--- src/rtl/sc_udatapath_ctrl.sv ---
// Micro-datapath controller and ALU stage around the general-register bank.
// Define UDP_CTRL_CMP_ONLY_EN to add Instr_NoWrite (flags-only, no write-back).
//
// state | meaning
// IDLE  | ready for an instruction; Done pulses here after a completed instruction
// FETCH | source registers drive bus A / bus B for one cycle
// EXEC  | operands held; result and flags registered at the next edge
// WRITE | result on DataBUS_Out, destination write strobe high for one cycle
module sc_udatapath_ctrl #(
  parameter int DATAWIDTH_BUS = 32,
  parameter int REGNUM        = 8,
  parameter int REGSEL_WIDTH  = 3
) (
  input  logic                     CLOCK_50,
  input  logic                     SC_RegGENERAL_Reset_InHigh,
  input  logic                     Instr_Valid,
  output logic                     Instr_Ready,
  input  logic [REGSEL_WIDTH-1:0]  Instr_SrcA,
  input  logic [REGSEL_WIDTH-1:0]  Instr_SrcB,
  input  logic [REGSEL_WIDTH-1:0]  Instr_Dst,
  input  logic [2:0]               Instr_Op,
`ifdef UDP_CTRL_CMP_ONLY_EN
  input  logic                     Instr_NoWrite,
`endif
  input  logic [DATAWIDTH_BUS-1:0] DataBUS_A_In,
  input  logic [DATAWIDTH_BUS-1:0] DataBUS_B_In,
  output logic [REGNUM-1:0]        Enable_BUS_A_Out,
  output logic [REGNUM-1:0]        Enable_BUS_B_Out,
  output logic [REGNUM-1:0]        Write_InHigh_Out,
  output logic [DATAWIDTH_BUS-1:0] DataBUS_Out,
  output logic [3:0]               Flags_Out,
  output logic                     Done_Out
);

  localparam int W = DATAWIDTH_BUS;

  localparam logic [1:0] ST_IDLE  = 2'd0;
  localparam logic [1:0] ST_FETCH = 2'd1;
  localparam logic [1:0] ST_EXEC  = 2'd2;
  localparam logic [1:0] ST_WRITE = 2'd3;

  localparam logic [2:0] OP_ADD = 3'b000;
  localparam logic [2:0] OP_SUB = 3'b001;
  localparam logic [2:0] OP_AND = 3'b010;
  localparam logic [2:0] OP_OR  = 3'b011;
  localparam logic [2:0] OP_XOR = 3'b100;
  localparam logic [2:0] OP_NOT = 3'b101;
  localparam logic [2:0] OP_SHL = 3'b110;
  localparam logic [2:0] OP_SHR = 3'b111;

  logic [1:0]              r_state;
  logic [REGSEL_WIDTH-1:0] r_dst;
  logic [2:0]              r_op;
  logic [W-1:0]            r_op_a;
  logic [W-1:0]            r_op_b;
  logic [REGNUM-1:0]       r_en_a;
  logic [REGNUM-1:0]       r_en_b;
  logic [REGNUM-1:0]       r_wr;
  logic [W-1:0]            r_data_out;
  logic [3:0]              r_flags;
  logic                    r_done;
  logic                    w_nowrite;

  logic [W:0]   w_sum;
  logic [W:0]   w_diff;
  logic [W-1:0] w_res;
  logic         w_c;
  logic         w_v;
  logic [3:0]   w_flags;

`ifdef UDP_CTRL_CMP_ONLY_EN
  logic r_nowrite;
  assign w_nowrite = r_nowrite;
`else
  assign w_nowrite = 1'b0;
`endif

  // Out-of-range indices decode to no bit at all, so no register is touched.
  function automatic logic [REGNUM-1:0] f_onehot(input logic [REGSEL_WIDTH-1:0] idx);
    logic [REGNUM-1:0] v;
    v = '0;
    for (int i = 0; i < REGNUM; i++) begin
      if (idx == REGSEL_WIDTH'(i)) v[i] = 1'b1;
    end
    return v;
  endfunction

  // Subtract as A + ~B + 1 so the carry-out is directly the no-borrow flag.
  assign w_sum  = {1'b0, r_op_a} + {1'b0, r_op_b};
  assign w_diff = {1'b0, r_op_a} + {1'b0, ~r_op_b} + {{W{1'b0}}, 1'b1};

  always_comb begin
    w_res = '0;
    w_c   = 1'b0;
    w_v   = 1'b0;
    case (r_op)
      OP_ADD: begin
        w_res = w_sum[W-1:0];
        w_c   = w_sum[W];
        w_v   = (r_op_a[W-1] == r_op_b[W-1]) && (w_sum[W-1] != r_op_a[W-1]);
      end
      OP_SUB: begin
        w_res = w_diff[W-1:0];
        w_c   = w_diff[W];
        w_v   = (r_op_a[W-1] != r_op_b[W-1]) && (w_diff[W-1] != r_op_a[W-1]);
      end
      OP_AND: w_res = r_op_a & r_op_b;
      OP_OR:  w_res = r_op_a | r_op_b;
      OP_XOR: w_res = r_op_a ^ r_op_b;
      OP_NOT: w_res = ~r_op_a;
      OP_SHL: begin
        w_res = {r_op_a[W-2:0], 1'b0};
        w_c   = r_op_a[W-1];
      end
      OP_SHR: begin
        w_res = {1'b0, r_op_a[W-1:1]};
        w_c   = r_op_a[0];
      end
      default: ;
    endcase
  end

  assign w_flags = {w_res[W-1], (w_res == '0), w_c, w_v};

  // Strobes default low every cycle, so each is exactly one cycle wide.
  always_ff @(posedge CLOCK_50 or posedge SC_RegGENERAL_Reset_InHigh) begin
    if (SC_RegGENERAL_Reset_InHigh) begin
      r_state    <= ST_IDLE;
      r_dst      <= '0;
      r_op       <= '0;
      r_op_a     <= '0;
      r_op_b     <= '0;
      r_en_a     <= '0;
      r_en_b     <= '0;
      r_wr       <= '0;
      r_data_out <= '0;
      r_flags    <= '0;
      r_done     <= 1'b0;
`ifdef UDP_CTRL_CMP_ONLY_EN
      r_nowrite  <= 1'b0;
`endif
    end else begin
      r_en_a <= '0;
      r_en_b <= '0;
      r_wr   <= '0;
      r_done <= 1'b0;
      case (r_state)
        ST_IDLE: begin
          if (Instr_Valid) begin
            r_dst     <= Instr_Dst;
            r_op      <= Instr_Op;
            r_en_a    <= f_onehot(Instr_SrcA);
            r_en_b    <= f_onehot(Instr_SrcB);
`ifdef UDP_CTRL_CMP_ONLY_EN
            r_nowrite <= Instr_NoWrite;
`endif
            r_state   <= ST_FETCH;
          end
        end
        ST_FETCH: begin
          r_op_a  <= DataBUS_A_In;
          r_op_b  <= DataBUS_B_In;
          r_state <= ST_EXEC;
        end
        ST_EXEC: begin
          r_flags <= w_flags;
          if (w_nowrite) begin
            r_done  <= 1'b1;
            r_state <= ST_IDLE;
          end else begin
            r_data_out <= w_res;
            r_wr       <= f_onehot(r_dst);
            r_state    <= ST_WRITE;
          end
        end
        ST_WRITE: begin
          r_done  <= 1'b1;
          r_state <= ST_IDLE;
        end
        default: r_state <= ST_IDLE;
      endcase
    end
  end

  assign Instr_Ready      = (r_state == ST_IDLE);
  assign Enable_BUS_A_Out = r_en_a;
  assign Enable_BUS_B_Out = r_en_b;
  assign Write_InHigh_Out = r_wr;
  assign DataBUS_Out      = r_data_out;
  assign Flags_Out        = r_flags;
  assign Done_Out         = r_done;

endmodule

--- config.mk ---
export PLATFORM = sky130hd
export DESIGN_NAME = sc_udatapath_ctrl
export DESIGN_NICKNAME = d
export VERILOG_FILES = /design/src/rtl/sc_udatapath_ctrl.sv
export SDC_FILE = /design/constraint.sdc
export NUM_CORES = 1
export LEC_CHECK = 0
export BUFFER_PORTS_ARGS = -buffer_cell sky130_fd_sc_hd__buf_2
export CELL_PAD_IN_SITES_DETAIL_PLACEMENT = 2
export CELL_PAD_IN_SITES_GLOBAL_PLACEMENT = 2
export CORE_MARGIN = 1
export CORE_UTILIZATION = 30
export CTS_CLUSTER_DIAMETER = 100
export DETAILED_ROUTE_END_ITERATION = 16
export HOLD_SLACK_MARGIN = 0.15
export MAX_ROUTING_LAYER = met4
export PLACE_DENSITY = 0.78
export SLEW_MARGIN = 20
export SYNTH_ARGS = -nofsm -noshare
export SYNTH_HDL_FRONTEND = slang
export SYNTH_SLANG_ARGS = --single-unit
export TNS_END_PERCENT = 50
--- constraint.sdc ---
create_clock -name CLOCK_50 -period 6.7 [get_ports CLOCK_50]
set_clock_uncertainty 0.05 [all_clocks]
set_input_delay 1.34 -clock CLOCK_50 [delete_from_list [all_inputs] [get_ports CLOCK_50]]
set_output_delay 1.34 -clock CLOCK_50 [all_outputs]
set_load 0.02 [all_outputs]
==> results of run 1 <==
placed cells by master (no fill, tap or decap), types with 9 or more instances in the layout:
cell       Yosys  final
a211oi_1      16     16
a21o_1        12     12
a21oi_1       98     98
a31oi_1       14     14
buf_2         32    140
buf_4          5     12
clkbuf_16      0     17
dfrtp_1      132    131
ha_1         100     98
inv_1        109    108
mux2_2        19     19
mux2i_1       19     19
nand2_1      159    159
nand2b_1      23     23
nand3_1       20     20
nand4_1        9      9
nor2_1       112    112
nor2b_1       15     15
nor3_1        40     40
nor4_1        15     15
o211ai_1      20     20
o21ai_0      144    144
o221ai_1      11     11
o22ai_1       22     22
xnor2_1       18     18
worst paths after layout:
path	start	end	slack (ns)	cells past startpoint
max reg2reg	r_op_a[0]	Flags_Out[2]	2.05	15
max	r_op_a[0]	Flags_Out[2]	2.05	15
min	DataBUS_Out[5]	DataBUS_Out[5]	0.43	1
max in group asynchronous	SC_RegGENERAL_Reset_InHigh	r_op[0]	4.31	3
min reg2reg	DataBUS_Out[5]	DataBUS_Out[5]	0.43	1
min in group asynchronous	SC_RegGENERAL_Reset_InHigh	r_op_b[30]	0.93	2
kinds of logic (layout without fill, tap and decap cells):
kind of cell | after synthesis | in the layout
buffers and inverters | 197 | 298
other | 0 | 1
and+or+nand+nor | 429 | 429
muxes | 47 | 47
DFF | 132 | 132
adders and majority gates | 102 | 102
xor gates and xnor gates | 20 | 20
AOI/OAI and AO/OA | 456 | 456
stage by stage:
step | hold slack, ns | util (%) | instance area [um2]
3_3_place_gp | 0.4104 | 33.21 | 12160
6_report | 0.4320 | 34.86 | 12760
5_1_grt | 0.4598 | 34.86 | 12760
2_1_floorplan | 0.4304 | - | 11150
4_1_cts | 0.4333 | 34.85 | 12760
3_5_place_dp | 0.4208 | 33.21 | 12160
registers in the layout (all words and copies together) (netlist names):
signal,flops
DataBUS_Out,32
r_op_a,32
r_op_b,32
Enable_BUS_A_Out,8
Enable_BUS_B_Out,8
Write_InHigh_Out,8
Flags_Out,3
r_dst,3
r_op,3
r_state,2
Done_Out,1
worst max-delay path, cell delays in order, from the launching register on:
cell     delay, ns
dfrtp_1       0.47
inv_1         0.16
ha_1          0.22
inv_1         0.07
fa_1          0.42
nor2b_1       0.17
o21ai_0       0.38
a31oi_1       0.23
o21ai_0       0.47
o31ai_1       0.26
a221o_1       0.36
xnor2_1       0.14
o22ai_1       0.20
nor4_1        0.68
nand4_1       0.18
o21ai_1       0.11
metal layers:
metal | routed length [um] | track usage, % | vias to the layer above
li1 | - | - | 5106
met1 | 21110 | 32.34 | 5693
met2 | 22630 | 42.12 | 257
met3 | 1637 | 3.297 | 88
met4 | 1823 | 10.67 | 0
met5 | 0 | - | -
area by class of cell:
class	instances	share of cell area, %
clock inverters	15	1.382
multi-input cells	1054	55.17
well taps	468	4.589
repair buffers	152	6.197
inverters	114	3.392
diodes	1	0.01961
clock buffers	17	3.334
flip-flops and latches	132	25.91
==> results_dict.tcl, run 1 <==
set metrics [dict create \
    multi_input_area_um2 7041 \
    antenna_found_initial 1 \
    ctsResizeCount 0 \
    synthMuxAreaShare_pct 5.375 \
    pin_count 141 \
    setup_viol 0 \
    cts_htree_levels 4 \
    status "finished clean" \
    grt_pass1_vias 12070 \
    fmax_ghz 0.2151 \
    grt_max_degree 76 \
    max_cap_violations 0 \
    grt_usage_pct 25.87 \
    cts-hold-fix-buffers 0 \
    synthAdderAreaFrac_pct 11.58 \
    drtIter0Drc 650 \
    synthXorXnorAreaFrac_pct 1.571 \
    synth-edff-count 0 \
    synth_top_family_by_area "compound AO/OA/AOI/OAI gates" \
    ys_seq_area_share_pct 29.63 \
    regArea_um2 3307 \
    cts-buffers-inserted 17 \
    route.detailed.wl_per_inst_um 24.17 \
    start_util_pct 30.45 \
    cp_max_fo 5 \
    synthTopCellsByArea "dfrtp_1 30%, ha_1 11%, o21ai_0 6.5%, nand2_1 5.4%, a21oi_1 4.4%" \
    relSlewSlack_pct 23.69 \
    netlist.area_leader.share_pct 29.63 \
    port_buffers 140 \
    fin_setup_tns_ns 0 \
    place.gp.congestion 0.9689 \
    drt-pass1-iter-count 5 \
    syn_nets 1564 \
    ys_top_cells_by_count "159 x nand2_1, 144 x o21ai_0, 132 x dfrtp_1" \
    synthArstFlopShare_pct 100.0 \
    cts_tree "built" \
    overflow 0 \
    netlist_instances 1383 \
    cts.clk_slew.worst_paths_ns 0.08 \
    layout-drive-gt1-share_pct 16.64 \
    num_vias 11140 \
    synth_cell_types 93 \
    crit_path_end_kind "register" \
    totalWireLength_mm 47.21 \
    n_fill_cell 4290 \
    period_needed_ns 4.649 \
    layout_setup_ws_ns 2.051 \
    ys_warn_count 0 \
    clk_latency_ns 0.47 \
    area_growth_pct 14.45 \
    ys.flop_type "dfrtp_1" \
    path_class "reg -> reg" \
    final_nets 1652 \
    dp_cells 1920 \
    syn_area_um2 11150 \
    ant_nets 0 \
    start_kind "register" \
    post-cts-setup-buffers 0 \
    finalNonFillerCells 1953 \
    synth_top_cell_by_area "dfrtp_1" \
    synth_seq_cells 132 \
    cp_data_arrival_time_ns 4.99 \
    clk_path_buf_depth 2 \
    post-route-period-util_pct 69.38 \
    clkSinkCount 132 \
    cts-root-buf "clkbuf_16" \
    core_um2 36610 \
    finalHoldViolCount 0 \
    synthSimpleGateAreaFrac_pct 17.74 \
    die_area_um2 37940 \
    dpl_worst_slack_ns 2.246 \
    tightest_slew_ns 1.140 \
    rsz0062_at_grt "no" \
    dp_hpwl_mm 35.20 \
    holdCritPathClass "reg -> reg" \
    required_ns 7.04 \
    yosysMostFrequentCell "nand2_1" \
    viasPerCell 5.706 \
    rows 70 \
    synth_compound_area_share_pct 26.74 \
    fp.dieH_um 194.8 \
    grt_pass1_wl_mm 73.71 \
    die_w_um 194.8 \
    synth.avg_cell_area_um2 8.062 \
    drc_errors 0 \
    slew_viol_final 0 \
]
Power of run 1 is left out: the tool's default activity adds up to more than one toggle a clock period on the data nets, which glitch-free logic cannot reach.
==> run 2, diff against run 1 <==
==> constraint.sdc (replaced) <==
create_clock -name CLOCK_50 -period 4.6 [get_ports CLOCK_50]
set_clock_uncertainty 0.05 [all_clocks]
set_input_delay 0.92 -clock CLOCK_50 [delete_from_list [all_inputs] [get_ports CLOCK_50]]
set_output_delay 0.92 -clock CLOCK_50 [all_outputs]
set_load 0.02 [all_outputs]
==> results_dict.tcl, run 2 (synthesis results as in run 1) <==
set metrics [dict create \
    status "finished clean" \
    dp_hpwl_mm 37.32 \
    final_cell_mix "159 x nand2_1, 144 x o21ai_0, 140 x buf_2, 131 x dfrtp_1, 112 x nor2_1" \
    cts-buffers-inserted 17 \
    setup_viol 0 \
    start_kind "register" \
    post-route-period-util_pct 95.44 \
    holdCritPathClass "reg -> reg" \
    drtIter0Drc 630 \
    required_ns 4.92 \
    cp_max_fo 7 \
    cts-hold-fix-buffers 0 \
    critPathBufInv 1 \
    drc_errors 0 \
    area_growth_pct 16.17 \
    clk_latency_ns 0.46 \
    cp_data_arrival_time_ns 4.71 \
    crit_path_frequent_cell "o211ai_1" \
    fmax_ghz 0.2278 \
    num_vias 11250 \
    die_w_um 194.8 \
    grt_pass1_vias 12320 \
    overflow 0 \
    critPathMaxStageDelay_ns 0.75 \
    cts.clk_slew.worst_paths_ns 0.07 \
    crit_family "compound AO/OA/AOI/OAI gates" \
    grt_max_degree 92 \
    relSlewSlack_pct 39.72 \
    grt_usage_pct 27.30 \
    path_class "reg -> reg" \
    crit_path_cell_trace "inv_1, ha_1, a211oi_1, o211ai_1, a211oi_2, o31ai_1, nand3_1, a21oi_1, a311oi_1, o211ai_1, nor4_1, nand4_1, o21ai_1" \
    crit_path_end_kind "register" \
    final_common_cell "nand2_1" \
    finalHoldViolCount 0 \
    final_nets 1674 \
    cts_htree_levels 4 \
    die_area_um2 37940 \
    diodes 0 \
    start_util_pct 30.45 \
    route.detailed.wl_per_inst_um 25.02 \
    antenna_found_initial 0 \
    n_fill_cell 4291 \
    cts_tree "built" \
    max_cap_violations 0 \
    cp_slowest_cell "a311oi_1" \
    totalWireLength_mm 49.39 \
    pin_count 141 \
    post-cts-setup-buffers 0 \
    tightest_slew_ns 0.8981 \
    rows 70 \
    grt_pass1_wl_mm 76.90 \
    ctsResizeCount 0 \
    period_needed_ns 4.390 \
    drt-pass1-iter-count 5 \
    ant_nets 0 \
    fin_setup_tns_ns 0 \
    rsz0062_at_grt "no" \
    fp.dieH_um 194.8 \
    clk_path_buf_depth 2 \
    port_buffers 140 \
    clkSinkCount 132 \
    slew_viol_final 0 \
    viasPerCell 5.698 \
    layout-drive-gt1-share_pct 17.80 \
    cts-root-buf "clkbuf_16" \
    place.gp.congestion 0.9600 \
    core_um2 36610 \
]
==> run 2: path summary, 6_finish.rpt <==
check	start	slack, ns	end	cells past startpoint
worst min register to register	DataBUS_Out[1]	0.43	DataBUS_Out[1]	1
worst min-delay path	DataBUS_Out[1]	0.43	DataBUS_Out[1]	1
worst max register to register	r_op_a[1]	0.21	Flags_Out[2]	13
worst max-delay path	r_op_a[1]	0.21	Flags_Out[2]	13
min in group asynchronous	SC_RegGENERAL_Reset_InHigh	0.63	r_op_b[28]	2
max in group asynchronous	SC_RegGENERAL_Reset_InHigh	2.99	r_op_b[5]	3
==> run 2: through the flow <==
step	cell area [um2]	hold WS, ns	utilization, %	cells	worst slack (ns)
5_1_grt	12950	0.4570	35.38	1974	0.04854
3_3_place_gp	12320	0.4152	33.66	1942	0.3601
2_1_floorplan	11150	0.4304	-	1383	0.1040
6_report	12950	0.4350	35.38	1974	0.2096
4_1_cts	12950	0.4356	35.38	1974	0.3251
3_5_place_dp	12320	0.4185	33.66	1942	0.3898
==> run 2: metal layers <==
metal / GRT usage, % / up-vias / share of wire [%]
met5: - / - / 0
met4: 9.303 / 0 / 2.9
met3: 2.620 / 62 / 2.5
met2: 45.27 / 226 / 49
li1: - / 5142 / -
met1: 34.72 / 5817 / 46
==> run 2: worst reg2reg max path, delay by kind of cell (launching register included) <==
kind                     cells  cell delay (ns)
flip-flops                   1             0.47
AND/OR/NAND/NOR              3             0.54
adder cells (fa/ha/maj)      1             0.35
buffers and inverters        1             0.14
AO/OA/AOI/OAI                8             2.74
==> run 2: final cells by class <==
| type | instances | area (um2) | area share (%) |
|---|---|---|---|
| sequential | 132 | 3307 | 25.53 |
| clock inverter | 14 | 201.4 | 1.555 |
| clock buffer | 18 | 429.2 | 3.313 |
| tap | 468 | 585.6 | 4.521 |
| inverter | 114 | 432.9 | 3.342 |
| multi-input combinational | 1054 | 7041 | 54.36 |
| timing repair buffer | 174 | 955.9 | 7.380 |
Power of run 2 is left out for the same reason.
